## src/rtl/tiled_conv_mac_accum.sv

```systemverilog
// tiled_conv_mac_accum: bias-seeded product accumulator with round/shift/saturate to a fixed-point pixel.
// Optional TILED_CONV_MAC_RELU_EN clamps negative rounded sums to zero before saturation.
module tiled_conv_mac_accum #(
  parameter int PROD_WIDTH = 28,
  parameter int ACC_WIDTH  = 40,
  parameter int OUT_WIDTH  = 16,
  parameter int FRAC_BITS  = 8,
  parameter int CNT_WIDTH  = 12
) (
  input  logic                         ap_clk,
  input  logic                         ap_rst_n,
  input  logic                         in_valid,
  output logic                         in_ready,
  input  logic signed [PROD_WIDTH-1:0] in_prod,
  input  logic                         in_last,
  input  logic signed [OUT_WIDTH-1:0]  in_bias,
  output logic                         out_valid,
  input  logic                         out_ready,
  output logic        [OUT_WIDTH-1:0]  out_data,
  output logic        [CNT_WIDTH-1:0]  out_beats,
  output logic                         out_sat
);
  localparam logic signed [ACC_WIDTH-1:0] max_v = ACC_WIDTH'((64'sd1 <<< (OUT_WIDTH-1)) - 64'sd1);
  localparam logic signed [ACC_WIDTH-1:0] min_v = ~max_v;
  localparam logic signed [ACC_WIDTH-1:0] half  = ACC_WIDTH'(64'sd1 <<< (FRAC_BITS-1));
  logic signed [ACC_WIDTH-1:0] acc, acc_next, bias_ext, prod_ext, rnd, r, rc;
  logic        [CNT_WIDTH-1:0] cnt, beats_next;
  logic                        first, take, hi, lo;
  logic        [OUT_WIDTH-1:0] sat_val;
  assign in_ready   = !out_valid || out_ready;
  assign take       = in_valid && in_ready;
  assign bias_ext   = ACC_WIDTH'(in_bias);
  assign prod_ext   = ACC_WIDTH'(in_prod);
  assign acc_next   = (first ? (bias_ext <<< FRAC_BITS) : acc) + prod_ext;
  assign beats_next = first ? CNT_WIDTH'(1) : cnt + CNT_WIDTH'(1);
  assign rnd        = acc_next + half;
  assign r          = rnd >>> FRAC_BITS;
`ifdef TILED_CONV_MAC_RELU_EN
  assign rc = (r < 0) ? '0 : r;
`else
  assign rc = r;
`endif
  assign hi      = rc > max_v;
  assign lo      = rc < min_v;
  assign sat_val = hi ? max_v[OUT_WIDTH-1:0] : lo ? min_v[OUT_WIDTH-1:0] : rc[OUT_WIDTH-1:0];
  always_ff @(posedge ap_clk or negedge ap_rst_n) begin
    if (!ap_rst_n) begin
      acc       <= '0;
      cnt       <= '0;
      first     <= 1'b1;
      out_valid <= 1'b0;
      out_data  <= '0;
      out_beats <= '0;
      out_sat   <= 1'b0;
    end else begin
      if (take) begin
        first <= in_last;
        if (in_last) begin
          out_data  <= sat_val;
          out_sat   <= hi || lo;
          out_beats <= beats_next;
        end else begin
          acc <= acc_next;
          cnt <= beats_next;
        end
      end
      // a last beat accepted while draining reloads the register without a bubble
      if (take && in_last) out_valid <= 1'b1;
      else if (out_ready) out_valid <= 1'b0;
    end
  end
endmodule

```

## config.mk

```make
export PLATFORM = sky130hd
export DESIGN_NAME = tiled_conv_mac_accum
export DESIGN_NICKNAME = d
export VERILOG_FILES = /design/src/rtl/tiled_conv_mac_accum.sv
export SDC_FILE = /design/constraint.sdc
export NUM_CORES = 1
export LEC_CHECK = 0
export CORE_MARGIN = 3
export CORE_UTILIZATION = 58
export CTS_CLUSTER_DIAMETER = 150
export DETAILED_ROUTE_END_ITERATION = 8
export MAX_ROUTING_LAYER = met4
export PLACE_DENSITY = 0.82
export SYNTH_ARGS = -nofsm -noshare
export SYNTH_HDL_FRONTEND = slang
export SYNTH_SLANG_ARGS = --single-unit
```

## constraint.sdc

```tcl
create_clock -name ap_clk -period 7 [get_ports ap_clk]
set_input_delay 1.4 -clock ap_clk [delete_from_list [all_inputs] [get_ports ap_clk]]
set_output_delay 1.4 -clock ap_clk [all_outputs]
set_load 0.01 [all_outputs]
```

# Word-level counts from Yosys, hierarchy flattened

Index checks and enable logic that the tools add are counted.

Register bits after elaboration: 83
Bits in latches: 0
Bits in writable memories: 0
ROM bits: 0
Input port bits: 49
Output and inout port bits: 31
Word-level logic and storage cells: 27
Memories: 0

Add/sub/neg operators: 3
$mul: 0
Div/mod/pow operators: 0
Order comparisons: 2
Equality and inequality tests: 0
Shift operators: 0
Muxes and demuxes: 6
Bitwise logic cells: 1
Reduce and logical (&&, ||, !) cells: 8

Operator list:

| operator                | count |
|---|---|
| $add A40 B28 Y40        | 1 |
| $add A40 B9 Y40 const B | 1 |
| $mux W40                | 1 |
| $gt A32 B16 Y1 const B  | 1 |
| $lt A32 B16 Y1 const B  | 1 |
| $mux W16                | 2 |
| $add A12 B1 Y12 const B | 1 |
| $mux W12                | 1 |
| $reduce_and A2 Y1       | 2 |
| $logic_and A1 B1 Y1     | 2 |
| $logic_or A1 B1 Y1      | 2 |
| $mux W1                 | 2 |
| $reduce_bool A2 Y1      | 1 |
| $logic_not A1 Y1        | 1 |
| $not A1 Y1              | 1 |

# Depth between registers and ports, before layout

Depth in word-level cells: 6
Depth in mapped cells: 21

# Worst setup path before layout

OpenSTA, ideal clock, no wires.

Path kind: input to register
From: input in_prod[0]
To: register out_data[12]
Library setup time: 0.121 ns
Arrival: 5.634 ns
Required time: 6.879 ns
Path slack: 1.245 ns
Cell stages on the path: 18
Path buffers: 2
Path through: ha_1 -> inv_1 -> fa_1 -> nand2b_1 -> a21o_1 -> a211o_1 -> a221oi_4 -> nand2_1 -> or4_1 -> buf_2 -> nor3_2 -> nand4_1 -> nor2_1 -> xnor2_1 -> or4b_4 -> o41ai_4 -> buf_6 -> a21oi_2

Word-level cells in the longest chain between the ends: 5
Elaborated cells on any way between the ends: 6
Those cells by class: add/sub: 2; order compare: 2; mux: 2

RTL lines:

| item                 | RTL line | text |
|---|---|---|
| start, declared      | 14       | `input logic signed [PROD_WIDTH-1:0] in_prod,` |
| $add A40 B28 Y40 (*) | 34       | `assign acc_next = (first ? (bias_ext <<< FRAC_BITS) : acc) + prod_ext;` |
| $add A40 B9 Y40 (*)  | 36       | `assign rnd = acc_next + half;` |
| $lt A32 B16 Y1       | 44       | `assign lo = rc < min_v;` |
| $mux W16             | 45       | `assign sat_val = hi ? max_v[OUT_WIDTH-1:0] : lo ? min_v[OUT_WIDTH-1:0] : rc[OUT_WIDTH-1:0];` |
| $mux W16 (*)         | 45       |  |
| end signal, assigned | 59       | `out_data <= sat_val;` |
| end, declared        | 19       | `output logic [OUT_WIDTH-1:0] out_data,` |

Every way passes the cells marked *; elsewhere a longest branch is shown, timed or not.
A chain may end at the register's enable or synchronous reset.

# Worst setup path after layout

From: input in_bias[2]
To: register out_data[12]

Word-level cells in the longest chain between the ends: 6
Elaborated cells on any way between the ends: 7
Those cells by class: add/sub: 2; order compare: 2; mux: 3

RTL lines:

| item                 | RTL line | text |
|---|---|---|
| start, declared      | 16       | `input logic signed [OUT_WIDTH-1:0] in_bias,` |
| $mux W40 (*)         | 34       |  |
| $add A40 B28 Y40 (*) | 34       |  |
| $add A40 B9 Y40 (*)  | 36       |  |
| $lt A32 B16 Y1       | 44       |  |
| $mux W16             | 45       |  |
| $mux W16 (*)         | 45       |  |

Marked as above.

==> impl_metrics.json <==
{
  "status": "finished, final reports clean",
  "drtIter0Drc": 643,
  "crit_path_start_kind": "primary input",
  "vias": 7442,
  "use_met1": 0.427,
  "diodes": 0,
  "first_pass_iters": 5,
  "crit_required_ns": 7.28,
  "crit_chain": "clkdlybuf4s50_1 -> mux2_2 -> ha_1 -> a21oi_1 -> o21ai_0 -> a211oi_1 -> xnor2_1 -> nand2_1 -> or4_1 -> or2_1 -> or4b_1 -> a211oi_1 -> o2111ai_1 -> o31ai_4 -> buf_4 -> o21ai_1 -> a21oi_2",
  "path_common_cell": "a211oi_1",
  "period_needed_ns": 6.37,
  "use_met3": 0.0518,
  "ys.flop_type": "dfrtp_1",
  "io_pins": 80,
  "dp_hpwl_mm": 16.4,
  "fin_tns_setup_ns": 0,
  "fmax_mhz": 157,
  "clkTransAtPathRegs_ns": 0.07,
  "nFillCells": 1033,
  "fin_skew_ns": 0.00711,
  "clkSinkCount": 83,
  "cts_tree": "built",
  "slew_headroom": 0.272,
  "antenna_left": 0,
  "synth.distinct_cells": 81,
  "power.density_nw_per_um2": 435,
  "synthCells": 934,
  "ir_drop_v": 0.000280,
  "critPathBufInv": 2,
  "crit_type": "in -> reg",
  "crit_family": "compound AO/OA/AOI/OAI gates",
  "synth-seq-cells": 83,
  "grt_max_degree": 84,
  "clockBufferDepth": 2,
  "synth_top_area_share": 0.275,
  "fp-row-count": 40,
  "gp_congestion": 1.05,
  "gr-usage-all-layers": 0.308,
  "syn_area_um2": 7450,
  "finalSetupViolations": 0,
  "io_buffers": 79,
  "core_area_um2": 12300,
  "initial_core_util": 0.608,
  "critPathArrivalTime_ns": 6.65,
  "min_period_over_period": 0.909,
  "rsz0062_at_grt": "no",
  "dp.cells": 1175,
  "ctsRootBufferMaster": "clkbuf_16",
  "slowest_stage": "or4_1",
  "postCtsHoldBufs": 0,
  "async_reset_ff_frac": 1.00,
  "slew_violations": 0,
  "wl_mm": 21.5,
  "fp.dieW_um": 119,
  "dieArea_um2": 14200,
  "drv_cap": 0,
  "synth.yosys.warnings": 0,
  "finalHoldViolations": 0,
  "grt_antenna_before_repair": 0,
  "grt_pass1_wl_mm": 34.5,
  "power.leakage_uw": 0.00369,
  "clk_latency_ns": 0.35,
  "layoutNonFillerInstCount": 1192,
  "area_delta_synth_final_pct": 19.5,
  "grt_overflow": 0,
  "layout-drive-gt1-share": 0.121,
  "drc_errors": 0,
  "grt_pass1_vias": 6796,
  "synth_top_area_cell": "dfrtp_1",
  "syn_area_per_cell_um2": 7.98,
  "crit_path_max_incr_delay_ns": 0.64,
  "synth_area_leaders": "dfrtp_1 (28%), ha_1 (6.9%), nand2_1 (6.7%)",
  "busiest_layer": "met2",
  "cp_max_fo": 16,
  "htreeDepth": 3,
  "vias_per_cell": 6.24,
  "cts_buffers": 9,
  "synth_most_common_cell": "nand2_1",
  "synth_enable_flop_cells": 0,
  "final_nets": 1110,
  "end_kind": "flop",
  "tightestPinTransition_ns": 1.09,
  "synthesis.nets": 1025,
  "die_h_um": 119,
  "synth.yosys.seq_area_share": 0.279,
  "grt_use_met2": 0.464,
  "hp-class": "reg -> reg",
  "post_drt_wl_per_cell_um": 18.0,
  "synth_common_cells": "nand2_1 (134), o21ai_0 (83), dfrtp_1 (82)"
}
==> cell families (layout without fill, tap and decap cells) <==
| family | after synthesis | after routing | share of synthesized area |
|---|---|---|---|
| buffers and inverters | 80 | 170 | 0.0443 |
| and+or+nand+nor | 376 | 376 | 0.258 |
| adders and majority gates | 42 | 42 | 0.0715 |
| xor gates and xnor gates | 54 | 54 | 0.0635 |
| AOI/OAI and AO/OA | 263 | 263 | 0.230 |
| DFF | 83 | 83 | 0.279 |
| muxes | 36 | 36 | 0.0530 |
==> worst reg2reg max path: stages (launching register included) <==
cell	delay, ns
dfstp_2	0.76
buf_12	0.23
mux2_2	0.38
ha_1	0.40
a21oi_1	0.29
o21ai_0	0.16
a211oi_1	0.56
xnor2_1	0.28
nand2_1	0.11
or4_1	0.64
or2_1	0.36
or4b_1	0.55
a211oi_1	0.24
o2111ai_1	0.20
o31ai_4	0.25
buf_4	0.24
o21ai_1	0.11
a21oi_2	0.13
==> path summary, 6_finish.rpt <==
path | start | to | slack (ns) | cells after the start
worst max-delay path | in_bias[2] | out_data[12] | 0.63 | 17
worst min-delay path | acc[6] | acc[6] | 0.47 | 2
worst max register to register | first | out_data[12] | 1.04 | 17
worst min register to register | acc[6] | acc[6] | 0.47 | 2
max in group asynchronous | ap_rst_n | acc[24] | 5.06 | 1
min in group asynchronous | ap_rst_n | cnt[0] | 1.24 | 1
==> registers in the layout (all words and copies together), names as in the netlist <==
signal / count
out_valid: 1
out_beats: 12
cnt: 12
first: 1
acc: 40
out_data: 16
out_sat: 1
==> per-stage QoR <==
stage	util	area, um2	worst slack, ns	total power [uW]	hold WS (ns)
5_1_grt	0.727	8910	0.450	4170	0.496
3_3_place_gp	0.699	8570	0.0772	3260	0.455
4_1_cts	0.725	8890	0.271	3830	0.479
3_5_place_dp	0.699	8570	-0.0667	3300	0.462
6_report	0.727	8910	0.634	3880	0.473
2_1_floorplan	-	7450	1.24	2480	0.442
==> per-layer routing <==
| layer | wire length, um | up-vias |
|---|---|---|
| met3 | 1780 | 36 |
| met4 | 465 | 0 |
| met1 | 9620 | 3526 |
| li1 | - | 3568 |
| met2 | 9640 | 312 |
| met5 | 0 | - |
==> timing repair <==
action                                  in CTS  in global routing
setup buffers                                0                  1
hold endpoints to repair                     0                  0
gates resized for setup                      0                  0
endpoints found under the setup margin       0                  6
==> placed cells by master, fill, tap and decap left out, types with 5 or more instances in the layout <==
cell type / netlist / routed
a21oi_2: 10 / 10
dfrtp_1: 82 / 82
or3_1: 8 / 8
buf_4: 1 / 43
o31ai_1: 17 / 17
clkbuf_16: 0 / 9
or2_2: 6 / 6
clkdlybuf4s50_1: 0 / 78
nand4_1: 22 / 22
xnor2_1: 38 / 38
o21bai_1: 6 / 6
o21ai_0: 83 / 83
mux2i_1: 8 / 8
o211ai_1: 7 / 7
a21o_1: 13 / 13
nand3_1: 26 / 26
nand2b_1: 8 / 8
nand2_1: 134 / 134
ha_1: 41 / 41
o21ai_1: 5 / 5
nor3_1: 27 / 27
inv_1: 31 / 31
nor2_1: 60 / 60
mux2_2: 28 / 28
nor2b_1: 13 / 13
or4_1: 7 / 7
and3_1: 11 / 11
nor4_1: 7 / 7
and4_1: 9 / 9
a21oi_1: 63 / 63
and2_1: 13 / 13
a211oi_1: 10 / 10
xor2_1: 16 / 16
nand3b_1: 5 / 5
==> layout make-up <==
cell class,count,area (um2),share of cell area
Inverter,31,116,0.0131
Multi-Input combinational cell,771,5040,0.566
Clock buffer,10,239,0.0268
Timing Repair Buffer,123,1140,0.128
Sequential cell,83,2080,0.233
Tap cell,168,210,0.0236
Clock inverter,6,76.3,0.00857
==> power by group <==
group	leakage (uW)	total, uW	internal, uW	switching (uW)
combinational	0.00256	2550	1070	1480
sequential	0.000976	805	675	130
clock	0.000156	521	294	227
(Power assumes the default switching activity.)
